## config.mk

```make
export PLATFORM = sky130hd
export DESIGN_NAME = mc_alu
export DESIGN_NICKNAME = d
export VERILOG_FILES = /design/src/rtl/mc_alu_pkg.sv /design/src/rtl/mc_alu_muldiv.sv /design/src/rtl/mc_alu.sv
export SDC_FILE = /design/constraint.sdc
export NUM_CORES = 1
export LEC_CHECK = 0
export ABC_AREA = 1
export ABC_CLOCK_PERIOD_IN_PS = 5600
export CORE_UTILIZATION = 25
export DETAILED_ROUTE_END_ITERATION = 7
export PLACE_DENSITY_LB_ADDON = 0.2
export SLEW_MARGIN = 20
export SYNTH_ARGS = -nofsm -noshare
export SYNTH_HDL_FRONTEND = slang
export SYNTH_SLANG_ARGS = --single-unit
```

## constraint.sdc

```tcl
create_clock -name clk -period 5.6 [get_ports clk]
set_input_delay 1.12 -clock clk [delete_from_list [all_inputs] [get_ports clk]]
set_output_delay 1.12 -clock clk [all_outputs]
set_load 0.03 [all_outputs]
```

## src/rtl/mc_alu_pkg.sv

```systemverilog
// Shared opcode set and controller state encodings for the multi-cycle ALU.
package mc_alu_pkg;

    localparam logic [5:0] OP_ADD = 6'h00;
    localparam logic [5:0] OP_SUB = 6'h01;
    localparam logic [5:0] OP_CMP = 6'h02;
    localparam logic [5:0] OP_AND = 6'h03;
    localparam logic [5:0] OP_OR  = 6'h04;
    localparam logic [5:0] OP_XOR = 6'h05;
    localparam logic [5:0] OP_TST = 6'h06;
    localparam logic [5:0] OP_NOT = 6'h07;
    localparam logic [5:0] OP_LSL = 6'h08;
    localparam logic [5:0] OP_LSR = 6'h09;
    localparam logic [5:0] OP_RSL = 6'h0A;
    localparam logic [5:0] OP_RSR = 6'h0B;
    localparam logic [5:0] OP_MUL = 6'h0C;
    localparam logic [5:0] OP_DIV = 6'h0D;
    localparam logic [5:0] OP_MOD = 6'h0E;

    typedef enum logic [1:0] {
        MC_ALU_IDLE = 2'd0,
        MC_ALU_BUSY = 2'd1,
        MC_ALU_DONE = 2'd2
    } mc_alu_state_t;

    function automatic logic is_muldiv(input logic [5:0] op);
        return (op == OP_MUL) || (op == OP_DIV) || (op == OP_MOD);
    endfunction

endpackage

```

## src/rtl/mc_alu_muldiv.sv

```systemverilog
// Iterative one-bit-per-cycle engine: unsigned shift-add multiply and restoring divide.
module mc_alu_muldiv #(
    parameter  int WIDTH = 16,
    localparam int SHW   = $clog2(WIDTH)
) (
    input  logic             clk,
    input  logic             rst,
    input  logic             start,
    input  logic             is_mul,
    input  logic [WIDTH-1:0] a,
    input  logic [WIDTH-1:0] b,
    output logic             done,
    output logic [WIDTH-1:0] hi,
    output logic [WIDTH-1:0] lo
);

    logic [WIDTH-1:0] acc_reg, mq_reg, opnd_reg;
    logic [SHW-1:0]   cnt_reg;
    logic             busy_reg, mul_reg;
    logic [WIDTH:0]   add_sum, rem_wide, trial;

    // acc:mq is the double-width product (MUL) or remainder:quotient (DIV/MOD)
    always_comb begin
        add_sum  = {1'b0, acc_reg} + (mq_reg[0] ? {1'b0, opnd_reg} : '0);
        rem_wide = {acc_reg, mq_reg[WIDTH-1]};
        trial    = rem_wide - {1'b0, opnd_reg};
    end

    always_ff @(posedge clk or posedge rst) begin
        if (rst) begin
            acc_reg  <= '0;
            mq_reg   <= '0;
            opnd_reg <= '0;
            cnt_reg  <= '0;
            busy_reg <= 1'b0;
            mul_reg  <= 1'b0;
        end else if (start) begin
            acc_reg  <= '0;
            mq_reg   <= a;
            opnd_reg <= b;
            cnt_reg  <= SHW'(WIDTH - 1);
            busy_reg <= 1'b1;
            mul_reg  <= is_mul;
        end else if (busy_reg) begin
            if (mul_reg) begin
                {acc_reg, mq_reg} <= {add_sum, mq_reg[WIDTH-1:1]};
            end else if (!trial[WIDTH]) begin
                acc_reg <= trial[WIDTH-1:0];
                mq_reg  <= {mq_reg[WIDTH-2:0], 1'b1};
            end else begin
                acc_reg <= {acc_reg[WIDTH-2:0], mq_reg[WIDTH-1]};
                mq_reg  <= {mq_reg[WIDTH-2:0], 1'b0};
            end
            cnt_reg <= cnt_reg - 1'b1;
            if (cnt_reg == '0) begin
                busy_reg <= 1'b0;
            end
        end
    end

    assign done = busy_reg && (cnt_reg == '0);
    assign hi   = acc_reg;
    assign lo   = mq_reg;

endmodule

```

## src/rtl/mc_alu.sv

```systemverilog
// Multi-cycle ALU: handshake FSM, single-cycle datapath, flag generation and output registers.
module mc_alu
    import mc_alu_pkg::*;
#(
    parameter  int WIDTH = 16,
    localparam int SHW   = $clog2(WIDTH)
) (
    input  logic             clk,
    input  logic             rst,
    input  logic             in_valid,
    output logic             in_ready,
    input  logic [WIDTH-1:0] a,
    input  logic [WIDTH-1:0] b,
    input  logic [5:0]       opcode,
    output logic             out_valid,
    input  logic             out_ready,
    output logic [WIDTH-1:0] result,
    output logic             zero,
    output logic             negative,
    output logic             carry,
    output logic             overflow,
    output logic             div_by_zero,
    output logic             illegal_op
);

    localparam int MSB = WIDTH - 1;

    mc_alu_state_t    state_reg, state_next;
    logic [WIDTH-1:0] a_reg, b_reg;
    logic [5:0]       op_reg;
    logic             accept, long_op;
    logic             md_done;
    logic [WIDTH-1:0] md_hi, md_lo;
    logic [SHW-1:0]   shamt;
    logic [WIDTH:0]   shl_wide, shr_wide;
    logic [WIDTH-1:0] rot_l, rot_r;
    logic [WIDTH-1:0] res_next;
    logic             c_next, v_next, dz_next, ill_next;

    assign in_ready = (state_reg == MC_ALU_IDLE);
    assign accept   = in_valid && in_ready;
    // b = 0 never needs the iterative engine: MUL is 0, DIV/MOD are fixed values
    assign long_op  = is_muldiv(opcode) && (b != '0);

    mc_alu_muldiv #(.WIDTH(WIDTH)) u_muldiv (
        .clk    (clk),
        .rst    (rst),
        .start  (accept && long_op),
        .is_mul (opcode == OP_MUL),
        .a      (a),
        .b      (b),
        .done   (md_done),
        .hi     (md_hi),
        .lo     (md_lo)
    );

    always_ff @(posedge clk or posedge rst) begin
        if (rst) begin
            state_reg <= MC_ALU_IDLE;
            a_reg     <= '0;
            b_reg     <= '0;
            op_reg    <= '0;
        end else begin
            state_reg <= state_next;
            if (accept) begin
                a_reg  <= a;
                b_reg  <= b;
                op_reg <= opcode;
            end
        end
    end

    always_comb begin
        state_next = state_reg;
        case (state_reg)
            MC_ALU_IDLE: if (accept) state_next = long_op ? MC_ALU_BUSY : MC_ALU_DONE;
            MC_ALU_BUSY: if (md_done) state_next = MC_ALU_DONE;
            MC_ALU_DONE: if (out_valid && out_ready) state_next = MC_ALU_IDLE;
            default:     state_next = MC_ALU_IDLE;
        endcase
    end

    assign shamt    = b_reg[SHW-1:0];
    assign shl_wide = {1'b0, a_reg} << shamt;
    assign shr_wide = {a_reg, 1'b0} >> shamt;

    // Index arithmetic wraps modulo WIDTH because WIDTH is a power of two
    for (genvar gi = 0; gi < WIDTH; gi++) begin : g_rot
        assign rot_l[gi] = a_reg[SHW'(gi) - shamt];
        assign rot_r[gi] = a_reg[SHW'(gi) + shamt];
    end

    always_comb begin
        res_next = '0;
        c_next   = 1'b0;
        v_next   = 1'b0;
        dz_next  = 1'b0;
        ill_next = 1'b0;
        case (op_reg)
            OP_ADD: begin
                {c_next, res_next} = {1'b0, a_reg} + {1'b0, b_reg};
                v_next = (a_reg[MSB] == b_reg[MSB]) && (res_next[MSB] != a_reg[MSB]);
            end
            OP_SUB, OP_CMP: begin
                res_next = a_reg - b_reg;
                c_next   = a_reg < b_reg;
                v_next   = (a_reg[MSB] != b_reg[MSB]) && (res_next[MSB] != a_reg[MSB]);
            end
            OP_AND, OP_TST: res_next = a_reg & b_reg;
            OP_OR:  res_next = a_reg | b_reg;
            OP_XOR: res_next = a_reg ^ b_reg;
            OP_NOT: res_next = ~a_reg;
            OP_LSL: {c_next, res_next} = shl_wide;
            OP_LSR: {res_next, c_next} = shr_wide;
            OP_RSL: res_next = rot_l;
            OP_RSR: res_next = rot_r;
            OP_MUL: begin
                if (b_reg != '0) begin
                    res_next = md_lo;
                    c_next   = |md_hi;
                    v_next   = |md_hi;
                end
            end
            OP_DIV: begin
                dz_next  = (b_reg == '0);
                res_next = dz_next ? '1 : md_lo;
            end
            OP_MOD: begin
                dz_next  = (b_reg == '0);
                res_next = dz_next ? a_reg : md_hi;
            end
            default: ill_next = 1'b1;
        endcase
    end

    always_ff @(posedge clk or posedge rst) begin
        if (rst) begin
            out_valid   <= 1'b0;
            result      <= '0;
            zero        <= 1'b0;
            negative    <= 1'b0;
            carry       <= 1'b0;
            overflow    <= 1'b0;
            div_by_zero <= 1'b0;
            illegal_op  <= 1'b0;
        end else if (state_reg == MC_ALU_DONE && !out_valid) begin
            out_valid   <= 1'b1;
            result      <= res_next;
            zero        <= (res_next == '0);
            negative    <= res_next[MSB];
            carry       <= c_next;
            overflow    <= v_next;
            div_by_zero <= dz_next;
            illegal_op  <= ill_next;
        end else if (out_valid && out_ready) begin
            out_valid <= 1'b0;
        end
    end

endmodule

```

### Word level (Yosys, flattened, before mapping)

Index checks and enable logic that the tools add are counted.

* multiplexer cells: 94
* shift operators: 2
* reductions and logical operators: 26
* add/sub/neg operators: 36
* bitwise logic cells: 4
* magnitude comparators: 33
* eq/ne operators: 26

Operators with widths (number)
* case mux 16 bit (13 select lines): 1
* two-way mux 16 bit: 11
* < comparator 4 x 5 -> 1 bit, second input constant: 32
* binary-select mux 1 bit (select 4 bit): 32
* == test 6 x 4 -> 1 bit, second input constant: 10
* two-way mux 1 bit: 41
* adder 4 bit, first input constant: 8
* zero test 16 bit: 2
* nonzero test 16 bit: 2
* subtractor 4 bit, first input constant: 8
* == test 6 x 3 -> 1 bit, second input constant: 4
* adder 16 x 16 -> 17 bit: 1
* adder 16 x 17 -> 17 bit: 1
* left shift 16 x 4 -> 17 bit: 1
* >> shifter 17 x 4 -> 17 bit: 1
* subtractor 17 x 16 -> 17 bit: 1
* adder 3 x 4 -> 4 bit, first input constant: 4
* bitwise AND 16 bit: 1
* < comparator 16 bit: 1
* NOT 16 bit: 1
* OR 16 bit: 1
* OR reduction 16 bit: 1
* subtractor 16 bit: 1
* subtractor 3 x 4 -> 4 bit, first input constant: 4
* 29 further kinds: 51

* logic and storage cells: 239
* output and inout bits: 24
* bits in registers: 117

### Logic depth before layout (Yosys ltp)

* word-level depth: 7
* mapped depth: 21
* depth with buffers taken out: 19

### Modules after synthesis

Synthesis repeated with hierarchy kept, for this count alone.

* cell total of the unflattened synthesis: 2409
* area total of the unflattened synthesis: 14027.2 um^2

By module, submodules not included
* mc_alu: instances 1, seq. area each 1551.5 um^2, cells each 1667, area each 9241.4 um^2
* mc_alu_muldiv: instances 1, seq. area each 1351.3 um^2, cells each 742, area each 4785.8 um^2

### Least setup slack after synthesis

Ideal clock, no wire load.

* path type: reg-to-reg
* start point: register b_reg[2]
* end point: register zero
* cell stages (with the launch flop): 21
* buffers on the path: 3
* arrival: 2676 ps
* setup time: 66 ps
* required time: 5534 ps
* slack: 2858 ps
* cell sequence: dfrtp_1 buf_4 clkinv_2 clkbuf_1 ha_1 buf_4 inv_1 nand2_1 nand2_1 nand3_1 nand2_1 nand3_1 a21oi_1 nor2_1 nor2_1 nand2_1 nor2_1 nand3_1 nor2_1 nand2_1 nand2_1

* cells in the longest elaborated chain, start to end: 5
* elaborated cells between the ends (all ways): 109

Ends and longest elaborated chain
* start, declared: RTL line mc_alu.sv:29 `logic [WIDTH-1:0] a_reg, b_reg;`
* start signal, assigned: RTL line mc_alu.sv:61 `b_reg <= '0;`
* start signal, assigned: RTL line mc_alu.sv:67 `b_reg <= b;`
* subtractor 1 x 4 -> 4 bit, or another cell as far along: RTL line mc_alu.sv:89 `assign rot_l[gi] = a_reg[SHW'(gi) - shamt];`
* binary-select mux 1 bit (select 4 bit) (on tied branches): RTL line mc_alu.sv:89, mc_alu.sv:90
* two-way mux 1 bit (on tied branches): RTL line mc_alu.sv:89, mc_alu.sv:90
* case mux 16 bit (13 select lines) *: RTL line mc_alu.sv:99 `case (op_reg)`
* zero test 16 bit *: RTL line mc_alu.sv:149 `zero <= (res_next == '0);`
* end signal, assigned: RTL line mc_alu.sv:149
* end, declared: RTL line mc_alu.sv:18 `output logic zero,`

Mark *: on every way between the ends. The rest lies on a longest branch, timed or not. The select of a mux whose other input is x is not followed.
A chain may end at the register's enable or synchronous reset.

### Worst setup path in the final report

* start point: input port b[10]
* end point: register u_muldiv.acc_reg[15], in the netlist u_muldiv.hi[15]

* cells in the longest elaborated chain, start to end: 4
* elaborated cells between the ends (all ways): 5

Ends and longest elaborated chain
* start, declared: RTL line mc_alu.sv:13 `input logic [WIDTH-1:0] b,`
* nonzero test 16 bit *: RTL line mc_alu.sv:43 `assign long_op = is_muldiv(opcode) && (b != '0);`
* logical AND 1 bit *: RTL line mc_alu.sv:43
* logical AND 1 bit *: RTL line mc_alu.sv:48 `.start (accept && long_op),`
* two-way mux 16 bit / nonzero test 2 bit (equally long branches)
* end signal, assigned: RTL line mc_alu_muldiv.sv:46 `{acc_reg, mq_reg} <= {add_sum, mq_reg[WIDTH-1:1]};`
* end signal, assigned: RTL line mc_alu_muldiv.sv:48 `acc_reg <= trial[WIDTH-1:0];`
* end signal, assigned: RTL line mc_alu_muldiv.sv:51 `acc_reg <= {acc_reg[WIDTH-2:0], mq_reg[WIDTH-1]};`
* end, declared: RTL line mc_alu_muldiv.sv:17 `logic [WIDTH-1:0] acc_reg, mq_reg, opnd_reg;`

Mark *: on every way between the ends. The rest lies on a longest branch, timed or not.

==> results.yml <==
power:
  p_per_area_nw_per_um2: 684.9
  power_mw: 10.15
  p_leak_nw: 7.296
  vdd_drop_max_mv: 0.2487
place:
  dp_hpwl_um: 47660
  dpl_cell_area_um2: 14200
  portBuffers: 65
  gp_congestion: 0.9910
  place_inst: 2825
timing:
  setup_viol: 0
  worstMarginPinSlew_ps: 964.5
  maxSlewViolCount: 0
  max_freq_ghz: 0.2663
  setup_tns_ps: 0
  fin_crit_sh_pct: 67.05
  max-slew-margin-rel_pct: 35.70
  finalHoldViolCount: 0
  skew_ps: 15.99
  rsz0062_at_grt: "false"
  finalCriticalPeriod_ps: 3755
yosys:
  synthArstFlopShare_pct: 100.0
  synth.area.top_cells: "dfrtp_1 22%, nand2_1 17%, nand3_1 14%"
  synth-edff-count: 0
  yosysSeqAreaShare_pct: 22.39
  synth_nets: 2280
  synthesis.area_um2: 12970
  ys_seq_elements: 116
  syn_avg_cell_area_um2: 6.051
  ys.flop_type: "dfrtp_1"
  synth.distinct_cells: 49
  yosys_warnings: 0
  netlist_instances: 2143
  yosysTopAreaCell: "dfrtp_1"
  synth_top_area_share_pct: 22.39
worst_setup_path:
  cp_max_fo: 16
  cp_data_required_time_ps: 5970
  critPathKind: "in -> reg"
  cp_data_arrival_time_ps: 4120
  path_cells: "clkdlybuf4s50_1 > nor4_1 > nand4_1 > and2_1 > nand2_1 > nand2_1 > inv_2 > o21ai_0 > o21ai_0"
  slowest_stage: "nor4_1"
  worst_path_largest_cell_delay_ps: 780
  path_buf_inv: 2
  worst_setup_path_end_kind: "flop"
  critPathLaunchType: "primary input"
  critPathTopFamily: "simple AND/OR/NAND/NOR gates"
status:
  violations: "DRC"
  outcome: "finished, violations left"
finish:
  fin_area_um2: 14810
  final_nets: 2301
  insertedDiodeCount: 0
  area_growth_syn_to_layout_pct: 14.22
  drive_gt1_share_pct: 4.736
  instances_no_fill: 2855
floorplanning:
  core-area_um2: 51300
  dieArea_um2: 52790
  initial_core_util_pct: 25.28
  ios: 66
  die_h_um: 229.8
  dieWidth_um: 229.8
  rows: 83
clock_tree:
  cts_buffers: 17
  clk_latency_ps: 460
  cts_buffer_depth: 2
  clk_pin_slew_ps: 60
  cts_resized: 0
  clock_tree.root_cell: "clkbuf_16"
  cts_tree: "built"
  htree_levels: 4
  postCtsSetupBuffers: 0
  hold_buffers: 0
  clock_sinks: 116
global_route:
  grt_overflow: 0
  groute.usage.overall_pct: 22.65
  use_met2_pct: 36.61
  use_met3_pct: 2.666
  antenna_found_initial: 2
  top_usage_layer: "met2"
  grt_max_degree: 63
  grtUsageMet1_pct: 31.11
  grt_pass1_wl_um: 89680
  grt_pass1_vias: 14100
detailed_routing:
  routedWlPerCell_um: 20.94
  drt_iter0_drc: 1591
  viasPerCell: 5.209
  vias: 14870
  drt_wl_total_um: 59800
  drc: 2
  first_pass_iters: 8
  drtAntennaViolNets: 0
worst_hold_path:
  hold_class: "reg -> reg"
run:
  cap_violations: 0
==> synth_stat cells (2+ instances only) <==
cell type,n
buf_1,4
o22ai_1,19
inv_1,228
a21boi_0,2
and2_1,4
nor2_1,191
o221ai_1,10
o31ai_1,5
clkbuf_1,30
o21ai_1,8
nor2_2,10
nand3_1,373
buf_2,32
xor2_1,16
nor3_1,13
a31oi_1,4
o21a_1,3
a41oi_1,4
nand2_1,575
nand2_2,16
o21bai_1,6
xnor2_1,6
o21ai_0,158
buf_4,13
nor4_1,7
nand3b_1,5
o211ai_1,21
dfrtp_1,116
fa_1,4
a22oi_1,3
nor2_4,2
inv_2,9
clkinv_1,3
a21oi_1,102
or2_2,12
ha_1,91
nand4_1,26
==> kinds of logic (layout without fill, tap and decap cells) <==
group	count (synthesis)	count (layout)	share of synthesized area (%)
AND/OR/NAND/NOR	1238	1238	41.44
AO/OA/AOI/OAI	350	350	15.03
buffers and inverters	321	353	10.04
flip-flops	116	116	22.39
adder cells (fa/ha/maj)	95	95	9.398
XOR/XNOR	23	23	1.698
==> cell usage in the layout, fill, tap and decap left out, types with 17 or more instances in the layout <==
| cell | synthesis | final |
|---|---|---|
| nand2_1 | 575 | 575 |
| nand3_1 | 373 | 373 |
| nand4_1 | 26 | 26 |
| a21oi_1 | 102 | 102 |
| ha_1 | 91 | 91 |
| clkdlybuf4s50_1 | 0 | 65 |
| nor2_1 | 191 | 191 |
| dfrtp_1 | 116 | 116 |
| o22ai_1 | 19 | 19 |
| o21ai_0 | 158 | 158 |
| clkbuf_16 | 0 | 17 |
| inv_1 | 228 | 226 |
| buf_4 | 13 | 17 |
| o211ai_1 | 21 | 21 |
==> path summary, 6_finish.rpt <==
path	cells after the start	slack, ps	start	to
worst max-delay path	9	1840	b[10]	u_muldiv.hi[15]$_DFFE_PP0P_
worst min-delay path	2	470	result[8]$_DFFE_PP0P_	result[8]$_DFFE_PP0P_
worst max register to register	16	2050	b_reg[0]$_DFFE_PP0P_	zero$_DFFE_PP0P_
worst min register to register	2	470	result[8]$_DFFE_PP0P_	result[8]$_DFFE_PP0P_
max in group asynchronous	3	3380	rst	result[9]$_DFFE_PP0P_
min in group asynchronous	2	1190	rst	op_reg[5]$_DFFE_PP0P_
==> power breakdown <==
part	switching, mW	leakage [nW]	internal [mW]
combinational	5.07	5.56	2.20
clock	0.423	0.298	0.740
sequential	0.533	1.44	1.18
total	6.03	7.30	4.12
==> area by class of cell <==
cell class	count	area (µm²)
Fill cell	5808	36490
Multi-Input combinational cell	1706	8762
Tap cell	680	850.8
Timing Repair Buffer	82	778.2
Clock buffer	22	484.2
Clock inverter	8	125.1
Sequential cell	116	2903
Inverter	241	908.4
==> through the flow <==
step	utilization [%]	hold slack [ps]	setup slack (ps)
floorplan	-	460.0	1408
global placement	27.68	462.7	1455
detailed placement	27.68	465.3	1395
CTS	28.87	480.3	1847
global route	28.87	499.5	1645
finish	28.87	473.7	1845
==> worst reg2reg max path, delay by kind of cell, from the launching register on <==
kind / cells / cell delay [ps]
DFF: 1 / 320
buffers and inverters: 3 / 890
and+or+nand+nor: 11 / 1600
AOI/OAI and AO/OA: 1 / 130
adders and majority gates: 1 / 540
==> layer usage <==
metal | share of wire (%) | routed length, µm
met5 | 0 | 0
met4 | 3.1 | 1832
met3 | 5.8 | 3475
met2 | 45 | 27190
met1 | 46 | 27290
No activity file was read; power rests on OpenSTA's default activity.
